==> src/rtl/regbank_wb_queue.sv <==
// regbank_wb_queue: FIFO-buffered write-back initiator for the register bank write port, with forwarding queries.
// Define REGBANK_WB_COALESCE_EN to merge a push into a matching tail entry instead of allocating.
`ifndef WIDTH
`define WIDTH 32
`endif
`ifndef REG_SEL
`define REG_SEL 5
`endif
`ifndef S_REGS
`define S_REGS 1'b0
`endif
`ifndef P_REGS
`define P_REGS 1'b1
`endif
`ifndef NUM_PRED_REGS
`define NUM_PRED_REGS 8
`endif
module regbank_wb_queue #(
  parameter int DEPTH = 4,
  parameter int WIDTH = `WIDTH,
  parameter int REG_SEL = `REG_SEL
) (
  input  logic                     clk,
  input  logic                     reset,
  input  logic                     in_valid,
  output logic                     in_ready,
  input  logic [REG_SEL-1:0]       in_addr,
  input  logic                     in_bank,
  input  logic [WIDTH-1:0]         in_data,
  input  logic                     wb_hold,
  output logic                     wb_write_enable,
  output logic [REG_SEL-1:0]       wb_addr_z,
  output logic [WIDTH-1:0]         wb_data_z,
  output logic                     wb_z_regbank_sel,
  input  logic [REG_SEL-1:0]       q_a_addr,
  input  logic [REG_SEL-1:0]       q_b_addr,
  input  logic                     q_a_bank,
  input  logic                     q_b_bank,
  output logic                     q_a_pending,
  output logic                     q_b_pending,
  output logic [WIDTH-1:0]         q_a_data,
  output logic [WIDTH-1:0]         q_b_data,
  output logic                     empty,
  output logic [$clog2(DEPTH):0]   count
);
  localparam int AW = $clog2(DEPTH);
  localparam int PW = $clog2(`NUM_PRED_REGS);
  logic [DEPTH-1:0]   mem_bank;
  logic [REG_SEL-1:0] mem_addr [DEPTH];
  logic [WIDTH-1:0]   mem_data [DEPTH];
  logic [AW-1:0]      rd_ptr, wr_ptr, idx;
  logic               push, pop, merge, alloc;
  logic [1:0]         qbank, qpend;
  logic [REG_SEL-1:0] qaddr [2];
  logic [WIDTH-1:0]   qdata [2];
  function automatic logic same(input logic b0, input logic [REG_SEL-1:0] a0,
                                input logic b1, input logic [REG_SEL-1:0] a1);
    return b0 == b1 && (b0 == `P_REGS ? a0[PW-1:0] == a1[PW-1:0] : a0 == a1);
  endfunction
  function automatic logic [WIDTH-1:0] fwd(input logic b, input logic [WIDTH-1:0] d);
    return b == `P_REGS ? {{(WIDTH-1){1'b0}}, d[0]} : d;
  endfunction
  // count never exceeds DEPTH, so its top bit alone signals full
  assign in_ready = ~count[AW];
  assign push = in_valid & in_ready;
  assign pop = (count != '0) & ~wb_hold;
  assign alloc = push & ~merge;
  assign empty = (count == '0) & ~wb_write_enable;
`ifdef REGBANK_WB_COALESCE_EN
  logic [AW-1:0] tail_ptr;
  assign tail_ptr = wr_ptr - AW'(1);
  assign merge = push && count != '0 && !(pop && count == (AW+1)'(1)) &&
                 mem_bank[tail_ptr] == in_bank && mem_addr[tail_ptr] == in_addr;
`else
  assign merge = 1'b0;
`endif
  always_ff @(posedge clk) begin
    if (reset) begin
      rd_ptr <= '0;
      wr_ptr <= '0;
      count <= '0;
      wb_write_enable <= 1'b0;
      wb_addr_z <= '0;
      wb_data_z <= '0;
      wb_z_regbank_sel <= 1'b0;
    end else begin
      wb_write_enable <= pop;
      if (pop) begin
        wb_addr_z <= mem_addr[rd_ptr];
        wb_data_z <= mem_data[rd_ptr];
        wb_z_regbank_sel <= mem_bank[rd_ptr];
        rd_ptr <= rd_ptr + AW'(1);
      end
      if (alloc) wr_ptr <= wr_ptr + AW'(1);
      count <= count + (AW+1)'(alloc) - (AW+1)'(pop);
    end
  end
  always_ff @(posedge clk) begin
    if (alloc) begin
      mem_bank[wr_ptr] <= in_bank;
      mem_addr[wr_ptr] <= in_addr;
      mem_data[wr_ptr] <= in_data;
    end
`ifdef REGBANK_WB_COALESCE_EN
    if (merge) mem_data[tail_ptr] <= in_data;
`endif
  end
  assign qbank = {q_b_bank, q_a_bank};
  assign qaddr[0] = q_a_addr;
  assign qaddr[1] = q_b_addr;
  // scan oldest to youngest so the youngest match wins; output stage is older than every FIFO entry
  always_comb begin
    qpend = '0;
    qdata[0] = '0;
    qdata[1] = '0;
    idx = '0;
    for (int p = 0; p < 2; p++) begin
      if (wb_write_enable && same(wb_z_regbank_sel, wb_addr_z, qbank[p], qaddr[p])) begin
        qpend[p] = 1'b1;
        qdata[p] = fwd(wb_z_regbank_sel, wb_data_z);
      end
      for (int i = 0; i < DEPTH; i++) begin
        idx = rd_ptr + AW'(i);
        if ((AW+1)'(i) < count && same(mem_bank[idx], mem_addr[idx], qbank[p], qaddr[p])) begin
          qpend[p] = 1'b1;
          qdata[p] = fwd(mem_bank[idx], mem_data[idx]);
        end
      end
    end
  end
  assign q_a_pending = qpend[0];
  assign q_b_pending = qpend[1];
  assign q_a_data = qdata[0];
  assign q_b_data = qdata[1];
endmodule

==> config.mk <==
export PLATFORM = sky130hd
export DESIGN_NAME = regbank_wb_queue
export DESIGN_NICKNAME = d
export VERILOG_FILES = /design/src/rtl/regbank_wb_queue.sv
export SDC_FILE = /design/constraint.sdc
export NUM_CORES = 1
export LEC_CHECK = 0
export ABC_AREA = 1
export BUFFER_PORTS_ARGS = -buffer_cell sky130_fd_sc_hd__buf_2
export CAP_MARGIN = 20
export CORE_MARGIN = 8
export CORE_UTILIZATION = 40
export CTS_CLUSTER_DIAMETER = 200
export DETAILED_ROUTE_END_ITERATION = 7
export GPL_TIMING_DRIVEN = 0
export PLACE_DENSITY = 0.63
export SKIP_LAST_GASP = 1
export SYNTH_ARGS = -nofsm -noshare
export SYNTH_HDL_FRONTEND = slang
export SYNTH_SLANG_ARGS = --single-unit
==> constraint.sdc <==
create_clock -name clk -period 2.8 [get_ports clk]
set_input_delay 0.14 -clock clk [delete_from_list [all_inputs] [get_ports clk]]
set_output_delay 0.14 -clock clk [all_outputs]
set_load 0.1 [all_outputs]
# --- Yosys cells after proc, flatten, opt, wreduce, memory -nomap -nowiden ---
# Memory sizes are Yosys's and may differ from the RTL's. A register that Yosys moved wholly into a read port is not among the register bits.
# Index checks and enable logic that the tools add are counted.
op_classes:
  n_bitwise: 6
  add_sub_neg: 6
  muxes: 52
  shifts: 0
  n_reduce_logical: 23
  n_eq_ne: 30
  n_mul: 0
  div_mod_pow: 0
  n_lt_le_gt_ge: 10
ops:
  columns: ["cell", "count"]
  rows:
  - ["32-bit two-way mux", 15]
  - ["5-bit == test", 10]
  - ["3-bit == test", 10]
  - ["1-bit two-way mux", 27]
  - ["1-bit logical AND", 21]
  - ["2-bit by 3-bit less-than comparator with 1-bit output (second input constant)", 5]
  - ["1-bit == test", 10]
  - ["1-bit binary-select mux with 2-bit select", 4]
  - ["2-bit two-way mux", 4]
  - ["1-bit by 3-bit less-than comparator with 1-bit output (first input constant)", 2]
  - ["2-bit by 3-bit less-than comparator with 1-bit output (first input constant)", 2]
  - ["2-bit by 1-bit adder with 2-bit output (second input constant)", 2]
  - ["2-bit adder (second input constant)", 2]
  - ["4-bit bitwise mux", 1]
  - ["3-bit by 1-bit adder with 3-bit output", 1]
  - ["1-bit bitwise AND", 3]
  - ["3-bit zero test", 1]
  - ["1-bit inverter", 3]
  - ["3-bit nonzero test", 1]
  - ["3-bit by 1-bit subtractor with 3-bit output", 1]
  - ["1-bit demux with 2-bit select", 1]
  - ["2-bit by 1-bit >= comparator with 1-bit output (second input constant)", 1]
totals:
  input_bits: 54
  output_inout_bits: 110
  latch_bits: 0
  rom_bits: 0
  mem_count: 2
  mem_bits_rw: 148
  regBits: 50
  word_cells: 137
memory_table:
  columns: ["memory", "depth", "word_bits", "rd", "rd_ports_with_merged_regs", "wr", "line", "text"]
  rows:
  - ["mem_data", 4, 32, 4, 1, 1, "50", "logic [WIDTH-1:0] mem_data [DEPTH];"]
  - ["mem_addr", 4, 5, 4, 1, 1, "49", "logic [REG_SEL-1:0] mem_addr [DEPTH];"]

# --- Logic depth before layout (Yosys ltp) ---
# Gate-level depths: netlist of run 1.
logic_depth:
  word_depth: 9
  ltp_mapped: 20
  ltp_nobuf: 16

# --- Least setup slack after synthesis of run 1 ---
# Ideal clock, no wire load.
synth_path:
  kind: "reg-to-output"
  from: "register count[2]"
  to: "output port q_b_data[15]"
  t_required_ns: 2.660
  arrival_ns: 4.568
  path_slack_ns: -1.908
  n_path_buf: 1
  stages_incl_launch_ff: 13
  cell_sequence: "dfxtp_1 > inv_1 > ha_1 > inv_1 > nor2_1 > a21oi_1 > nand2_1 > nor2_2 > buf_2 > nand3_1 > nand3_1 > nand2_1 > a21oi_1"
synth_between:
  elab_chain_len: 6
  elab_cells_between_ends: 12
  cone_classes: "order compare (4); mux (4); reduce/logical (4)"
synth_rtl:
  columns: ["item", "line", "text"]
  rows:
  - ["from (decl)", "44", "output logic [$clog2(DEPTH):0] count"]
  - ["from (signal assigned)", "95", "count <= count + (AW+1)'(alloc) - (AW+1)'(pop);"]
  - ["1-bit by 3-bit less-than comparator with 1-bit output", "124", "if ((AW+1)'(i) < count && same(mem_bank[idx], mem_addr[idx], qbank[p], qaddr[p])) begin"]
  - ["1-bit logical AND", "124", null]
  - ["32-bit two-way mux (3 in series)", "124", null]
  - ["32-bit two-way mux (*)", "124", null]
  - ["to (decl)", "42", "output logic [WIDTH-1:0] q_b_data,"]
# Every way passes the cells marked *; elsewhere a longest branch is shown, timed or not.

# --- Worst setup path in the final report of run 1 ---
layout_path:
  from: "register rd_ptr[0]"
  to: "output port q_a_data[14]"
layout_between:
  elab_chain_len: 9
  elab_cells_between_ends: 43
  cone_classes: "add/sub (3); eq/ne (10); mux (20); reduce/logical (8); memory (2)"
layout_rtl:
  columns: ["item", "line", "text"]
  rows:
  - ["from (decl)", "51", "logic [AW-1:0] rd_ptr, wr_ptr, idx;"]
  - ["from (signal assigned)", "92", "rd_ptr <= rd_ptr + AW'(1);"]
  - ["2-bit by 1-bit adder with 2-bit output or 1-bit binary-select mux with 2-bit select (tied branches)", "123, 124, 126", null]
  - ["memory read 4 x 5 bit, or another cell as far along", null, null]
  - ["5-bit == test, or another cell as far along", "58", "return b0 == b1 && (b0 == `P_REGS ? a0[PW-1:0] == a1[PW-1:0] : a0 == a1);"]
  - ["1-bit two-way mux, or another cell as far along", "58", null]
  - ["1-bit logical AND (on tied branches)", "58, 124", null]
  - ["1-bit logical AND or 32-bit two-way mux (tied branches)", "124", null]
  - ["32-bit two-way mux (2 in series)", "124", null]
  - ["32-bit two-way mux (*)", "124", null]
  - ["to (decl)", "41", "output logic [WIDTH-1:0] q_a_data,"]
# Every way passes the cells marked *; elsewhere a longest branch is shown, timed or not. The select of a mux whose other input is x is not followed.

==> results.json, run 1 <==
{
  "post-route-period-util_pct": 113.9,
  "grt_first_pass_wirelength_mm": 111.5,
  "ys_seq_elements": 200,
  "yosysWarningCount": 0,
  "worst_setup_path_endpoint": "q_a_data[14]",
  "async_reset_ff_share_pct": 0,
  "worst_setup_path_end_kind": "primary output",
  "postPlaceCellArea_sq_mm": 0.01879,
  "nets": 2863,
  "placedCellCount": 3223,
  "worst-endpoint-required_ps": 2660,
  "regToRegEndpoint": "count[2]",
  "power.switching_mw": 15.00,
  "fp.coreArea_sq_mm": 0.03955,
  "i_o_buffers": 163,
  "final_cell_count_no_fill": 3341,
  "cell_internal_power_mw": 10.17,
  "status": "finished with violations",
  "pwr-share-comb_pct": 74.4,
  "drive_gt1_share_pct": 25.77,
  "synthesis.area_per_instance_sq_um": 6.316,
  "critPathKind": "reg2out",
  "path_max_fanout": 10,
  "worst_clock_skew_ps": 14.52,
  "ys_dominant_reg_cell": "sky130_fd_sc_hd__edfxtp_1",
  "reg2regPathDepth": 10,
  "final_period_minus_worst_setup_slack_ps": 3190,
  "rows": 73,
  "leakagePower_nw": 10.36,
  "die_width_um": 215.9,
  "critical_path.startpoint_type": "flip-flop",
  "max-slew-margin-rel_pct": 42.97,
  "drt-total-wl_mm": 76.06,
  "drt_first_pass_iters": 8,
  "drc": 0,
  "fp.dieH_um": 215.9,
  "whs_ps": 152.0,
  "clockRootBuffer": "sky130_fd_sc_hd__clkbuf_16",
  "numCtsBuffers": 17,
  "pwr_density_cell_mw_per_mm2": 1125,
  "syn_nets": 2594,
  "gp_congestion": 1.010,
  "cts_tree": "done",
  "place_ws_ps": -723.9,
  "dieArea_sq_mm": 0.04662,
  "path_clk_slew_ps": 80,
  "seq_power_share_pct": 15.9,
  "worstSetupStartpoint": "rd_ptr[0]",
  "worst_slack_ps": -390.4,
  "fmax_ghz": 0.3134,
  "swShare_pct": 59.58,
  "max_cap_violations": 0,
  "synth-edff-count": 152,
  "initial_utilization_pct": 40.42,
  "hold_viol": 0,
  "rr_startpoint": "count[2]",
  "detailroute.via_count": 18690,
  "cts_buffer_depth": 2,
  "setup_viol_count_final": 68,
  "grt_max_degree": 27,
  "hold_path_depth": 4,
  "first_global_vias": 17240,
  "pin_count": 164,
  "mostFrequentLayoutCells": "sky130_fd_sc_hd__nand2_1, sky130_fd_sc_hd__inv_1, sky130_fd_sc_hd__nand3_1",
  "post-dp-hpwl_mm": 59.42,
  "part_of_the_power_in_the_clock_network_pct": 9.7,
  "antenna_violations_before_repair": 2,
  "total_power_mw": 25.17,
  "grt_setup_unrepaired": "true",
  "utilization_pct": 56.59,
  "htree_num_levels": 4,
  "grt_util_all_layers_pct": 31.52,
  "clock_latency_ps": 470,
  "layout.cells.most_common": "sky130_fd_sc_hd__nand2_1",
  "drt-vias-per-instance": 5.593,
  "grt_overflow": 0,
  "syn-cell-area_sq_mm": 0.01599,
  "r2r_slack_ps": -190,
  "stdcell_area_sq_mm": 0.02238,
  "first_iter_violations": 2246,
  "yosysSeqAreaShare_pct": 34.56,
  "flow.area_growth_from_synthesis_pct": 40.00,
  "route.detailed.wl_per_inst_um": 22.77,
  "setup_tns_ps": -20000,
  "hold_path.class": "in2reg",
  "synth.distinct_cells": 42,
  "route.antenna.remaining_nets": 0,
  "vdd_ir_drop_max_uv": 1065,
  "worst-slew-pin-transition_ps": 853.5,
  "slew_violations": 0,
  "violations": "negative setup slack",
  "cp_data_arrival_time_ps": 3050,
  "syn_inst": 2531,
  "cts.sinks": 200
}
==> state kept, by name, indices dropped and copies added (netlist names), 2 cells and up, named ones only <==
name	flops
wr_ptr	2
rd_ptr	2
mem_bank	4
mem_addr	20
mem_data	128
wb_addr_z	5
wb_data_z	32
count	3
==> worst min-delay path by stage <==
stage / from / end / slack, ps
3_5_place_dp: in_data[25] / mem_data[0][25] / 360
5_1_grt: wb_hold / wb_z_regbank_sel / 180
4_1_cts: wb_hold / wb_z_regbank_sel / 120
2_1_floorplan: in_addr[0] / mem_addr[0][0] / 240
3_3_place_gp: in_data[25] / mem_data[1][25] / 350
6_report: wb_hold / wb_z_regbank_sel / 150
==> timing repair <==
item | CTS | global route
hold endpoints to repair | 152 | 0
resized for setup | 506 | 133
pin swaps | 42 | 19
buffers inserted | 29 | 8
gates cloned | 6 | 2
setup endpoints to repair | 68 | 68
hold buffers | 38 | 0
==> cell type report <==
class,instances,area (sq um)
Antenna cell,3,7.507
Buffer,166,1285
Clock buffer,17,425.4
Clock inverter,15,148.9
Fill cell,3675,17170
Inverter,262,1031
Multi-Input combinational cell,1903,10650
Sequential cell,200,5537
Tap cell,525,656.9
Timing Repair Buffer,250,2636
==> metal layers <==
| metal | vias up | track usage [%] | wire [um] |
|---|---|---|---|
| li1 | 8727 | - | - |
| met3 | 94 | 7.399 | 8400 |
| met2 | 1017 | 47.67 | 32690 |
| met1 | 8844 | 45.50 | 33680 |
| met4 | 4 | 5.929 | 1263 |
| met5 | - | 0 | 26 |
==> cell families (layout without fill, tap and decap cells) <==
family,count (synthesis),in the layout,synth area share [%]
buffers and inverters,428,710,11.63
AND/OR/NAND/NOR,1535,1535,39.80
adder cells (fa/ha/maj),9,9,0.7514
flip-flops,200,200,34.56
XOR/XNOR,7,7,0.3835
other,0,3,0
AO/OA/AOI/OAI,352,352,12.87
==> critical path, cell delays in order, from the launching register on <==
cell	delay [ps]
sky130_fd_sc_hd__dfxtp_2	350
sky130_fd_sc_hd__buf_12	140
sky130_fd_sc_hd__inv_8	60
sky130_fd_sc_hd__buf_8	130
sky130_fd_sc_hd__nand2_2	60
sky130_fd_sc_hd__nand3_1	90
sky130_fd_sc_hd__nand2_2	200
sky130_fd_sc_hd__inv_1	160
sky130_fd_sc_hd__clkbuf_2	310
sky130_fd_sc_hd__a21oi_1	420
sky130_fd_sc_hd__nand3b_1	160
sky130_fd_sc_hd__nand2_1	60
sky130_fd_sc_hd__inv_1	80
sky130_fd_sc_hd__nand2_2	100
sky130_fd_sc_hd__nand2_8	80
sky130_fd_sc_hd__buf_12	160
==> cell usage after synthesis, types with 2 or more instances <==
cell type	n	share of area, %
sky130_fd_sc_hd__a211oi_1	25	1.2
sky130_fd_sc_hd__a21oi_1	86	2.7
sky130_fd_sc_hd__a21oi_2	3	0.16
sky130_fd_sc_hd__a22oi_1	62	2.9
sky130_fd_sc_hd__buf_1	8	0.19
sky130_fd_sc_hd__buf_2	58	1.8
sky130_fd_sc_hd__buf_4	10	0.47
sky130_fd_sc_hd__buf_6	18	1.3
sky130_fd_sc_hd__clkbuf_1	72	1.7
sky130_fd_sc_hd__clkinv_1	2	0.047
sky130_fd_sc_hd__dfxtp_1	48	6.0
sky130_fd_sc_hd__edfxtp_1	152	29
sky130_fd_sc_hd__ha_1	8	0.63
sky130_fd_sc_hd__inv_1	250	5.9
sky130_fd_sc_hd__inv_2	8	0.19
sky130_fd_sc_hd__nand2_1	1053	25
sky130_fd_sc_hd__nand2_2	16	0.63
sky130_fd_sc_hd__nand3_1	234	7.3
sky130_fd_sc_hd__nand3b_1	43	2.0
sky130_fd_sc_hd__nand4_1	20	0.78
sky130_fd_sc_hd__nor2_1	154	3.6
sky130_fd_sc_hd__nor2_2	5	0.20
sky130_fd_sc_hd__nor2_4	2	0.14
sky130_fd_sc_hd__nor3_1	3	0.094
sky130_fd_sc_hd__o211ai_1	3	0.14
sky130_fd_sc_hd__o21ai_0	118	3.7
sky130_fd_sc_hd__o21ai_1	15	0.47
sky130_fd_sc_hd__o21ai_2	2	0.11
sky130_fd_sc_hd__o22ai_1	35	1.4
sky130_fd_sc_hd__xor2_1	6	0.33
==> power by group through the flow <==
stage	Clock, mW	Combinational [mW]	Sequential, mW
6_report	2.44	18.7	3.99
5_1_grt	2.56	19.6	4.04
4_1_cts	2.46	17.7	3.98
3_5_place_dp	0	15.5	4.04
3_3_place_gp	0	15.4	4.04
2_1_floorplan	0	9.78	5.47
Note: power is estimated with default switching activity, not from simulation.
==> run 2: changes to the inputs <==
- BUFFER_PORTS_ARGS: -buffer_cell sky130_fd_sc_hd__buf_2 -> -buffer_cell sky130_fd_sc_hd__buf_4
- CORE_ASPECT_RATIO: default -> 1.5
==> results.json, run 2 (synthesized netlist as in run 1, its figures left out) <==
{
  "flow.area_growth_from_synthesis_pct": 40.47,
  "die_width_um": 179.2,
  "initial_utilization_pct": 40.55,
  "crit_chain": "buf_12, inv_8, nand2_4, nand2_8, buf_4, nand3_2, nand2_4, buf_4, nand2_1, nand4_1, nor2_2, nand2_2, buf_12, buf_4, o21ai_1, inv_1, nand2_2, nand2_8, buf_12",
  "clockRootBuffer": "sky130_fd_sc_hd__clkbuf_16",
  "pwr_density_cell_mw_per_mm2": 1121,
  "worst-slew-pin-transition_ps": 950.8,
  "fp.dieH_um": 260.8,
  "insertedDiodeCount": 0,
  "route.antenna.remaining_nets": 0,
  "registers_with_the_highest_flip_flop_counts": "mem_data: 128 flops, wb_data_z: 32 flops, mem_addr: 20 flops",
  "final-seq-area_sq_mm": 0.005534,
  "cts.sinks": 200,
  "critical_path.startpoint_type": "flip-flop",
  "drive_gt1_share_pct": 23.69,
  "hold_path.class": "in2reg",
  "gp_congestion": 1.008,
  "violations": "negative setup slack",
  "final_cell_count_no_fill": 3320,
  "i_o_buffers": 163,
  "setup_viol_count_final": 67,
  "path_clk_slew_ps": 80,
  "clock_latency_ps": 470,
  "drt-total-wl_mm": 79.99,
  "cp_data_arrival_time_ps": 3040,
  "max_flop_register": "mem_data",
  "hold_viol": 0,
  "timing.critical_path.slowest_stage_cell": "sky130_fd_sc_hd__dfxtp_2",
  "critPathKind": "reg2out",
  "fp.coreArea_sq_mm": 0.03942,
  "layout.cells.most_common": "sky130_fd_sc_hd__nand2_1",
  "cts_buffer_depth": 2,
  "final_period_minus_worst_setup_slack_ps": 3177,
  "layout.filler_cells": 3791,
  "grt_setup_unrepaired": "true",
  "max-slew-margin-rel_pct": 36.61,
  "worst_slack_ps": -377.3,
  "fmax_ghz": 0.3147,
  "grt_overflow": 0,
  "critical_path.max_stage_delay_ps": 370,
  "cts_tree": "done",
  "utilization_pct": 56.96,
  "first_global_vias": 18840,
  "antenna_violations_before_repair": 1,
  "grt_max_degree": 26,
  "nets": 2870,
  "leakagePower_nw": 10.50,
  "path_max_fanout": 7,
  "vdd_ir_drop_max_uv": 927.1,
  "rows": 89,
  "drc": 0,
  "detailroute.via_count": 19450,
  "first_iter_violations": 2268,
  "pin_count": 164,
  "post-dp-hpwl_mm": 58.81,
  "dieArea_sq_mm": 0.04675,
  "drt_first_pass_iters": 6,
  "grt_first_pass_wirelength_mm": 115.7,
  "max_cap_violations": 0,
  "worst_setup_path_end_kind": "primary output",
  "total_power_mw": 25.17,
  "mostFrequentLayoutCells": "sky130_fd_sc_hd__nand2_1, sky130_fd_sc_hd__inv_1, sky130_fd_sc_hd__nand3_1",
  "largest_reg_flops": 128,
  "drt-vias-per-instance": 5.858,
  "route.detailed.wl_per_inst_um": 24.09,
  "status": "finished with violations",
  "slew_violations": 0,
  "worst_clock_skew_ps": 12.79,
  "grt_util_all_layers_pct": 33.63,
  "whs_ps": 59.58,
  "numCtsBuffers": 17,
  "htree_num_levels": 4,
  "post-route-period-util_pct": 113.5,
  "multi_input_comb_area_sq_mm": 0.01031,
  "worst-endpoint-required_ps": 2660,
  "placedCellCount": 3198
}
-- run 2: final cells by class --
type	instances	area share, %
Sequential cell	200	24.65
Buffer	164	6.079
Tap cell	500	2.786
Clock buffer	18	1.911
Multi-Input combinational cell	1903	45.94
Clock inverter	14	0.6742
Timing Repair Buffer	259	13.37
Inverter	262	4.592
-- run 2: per-layer routing --
| layer | GRT usage [%] | vias to the layer above | routed length [um] |
|---|---|---|---|
| met5 | 0 | - | 11 |
| li1 | - | 8740 | - |
| met2 | 57.00 | 1263 | 38540 |
| met3 | 5.642 | 391 | 6909 |
| met1 | 37.46 | 9052 | 27930 |
| met4 | 24.67 | 2 | 6602 |
-- run 2: metrics by stage --
| step | setup TNS, ps | instance area [sq um] | setup slack, ps |
|---|---|---|---|
| floorplan | -4015 | 17210 | -352.7 |
| global placement | -128320 | 19060 | -768.1 |
| detailed placement | -38380 | 19160 | -776.9 |
| CTS | -19440 | 21860 | -324.0 |
| global route | -25040 | 22450 | -422.9 |
| finish | -20500 | 22450 | -377.3 |
-- run 2: critical path: cells and delay by family (launching register included) --
family | cells | cell delay, ps
AOI/OAI and AO/OA | 1 | 80
buffers and inverters | 8 | 1090
DFF | 1 | 370
and+or+nand+nor | 10 | 1010
-- run 2: report_power, final --
group | switching [mW] | internal, mW
clock | 1.32 | 1.20
combinational | 13.1 | 5.42
sequential | 0.432 | 3.66
-- run 2: repair_timing --
action | 4_1_cts | 5_1_grt
pin swaps | 30 | 29
endpoints found under the setup margin | 66 | 68
setup buffers | 35 | 13
hold buffers | 38 | 0
gates resized for setup | 391 | 131
gates cloned | 3 | 3
hold endpoints to repair | 152 | 0
-- run 2: final timing paths --
path | to | cells past startpoint | from | slack, ps
setup / recovery | q_b_data[17] | 19 | rd_ptr[0] | -380
hold / removal | wb_z_regbank_sel | 4 | wb_hold | 60
setup reg to reg | count[2] | 10 | count[2] | 0
hold reg to reg | wb_data_z[16] | 2 | wb_data_z[16] | 480
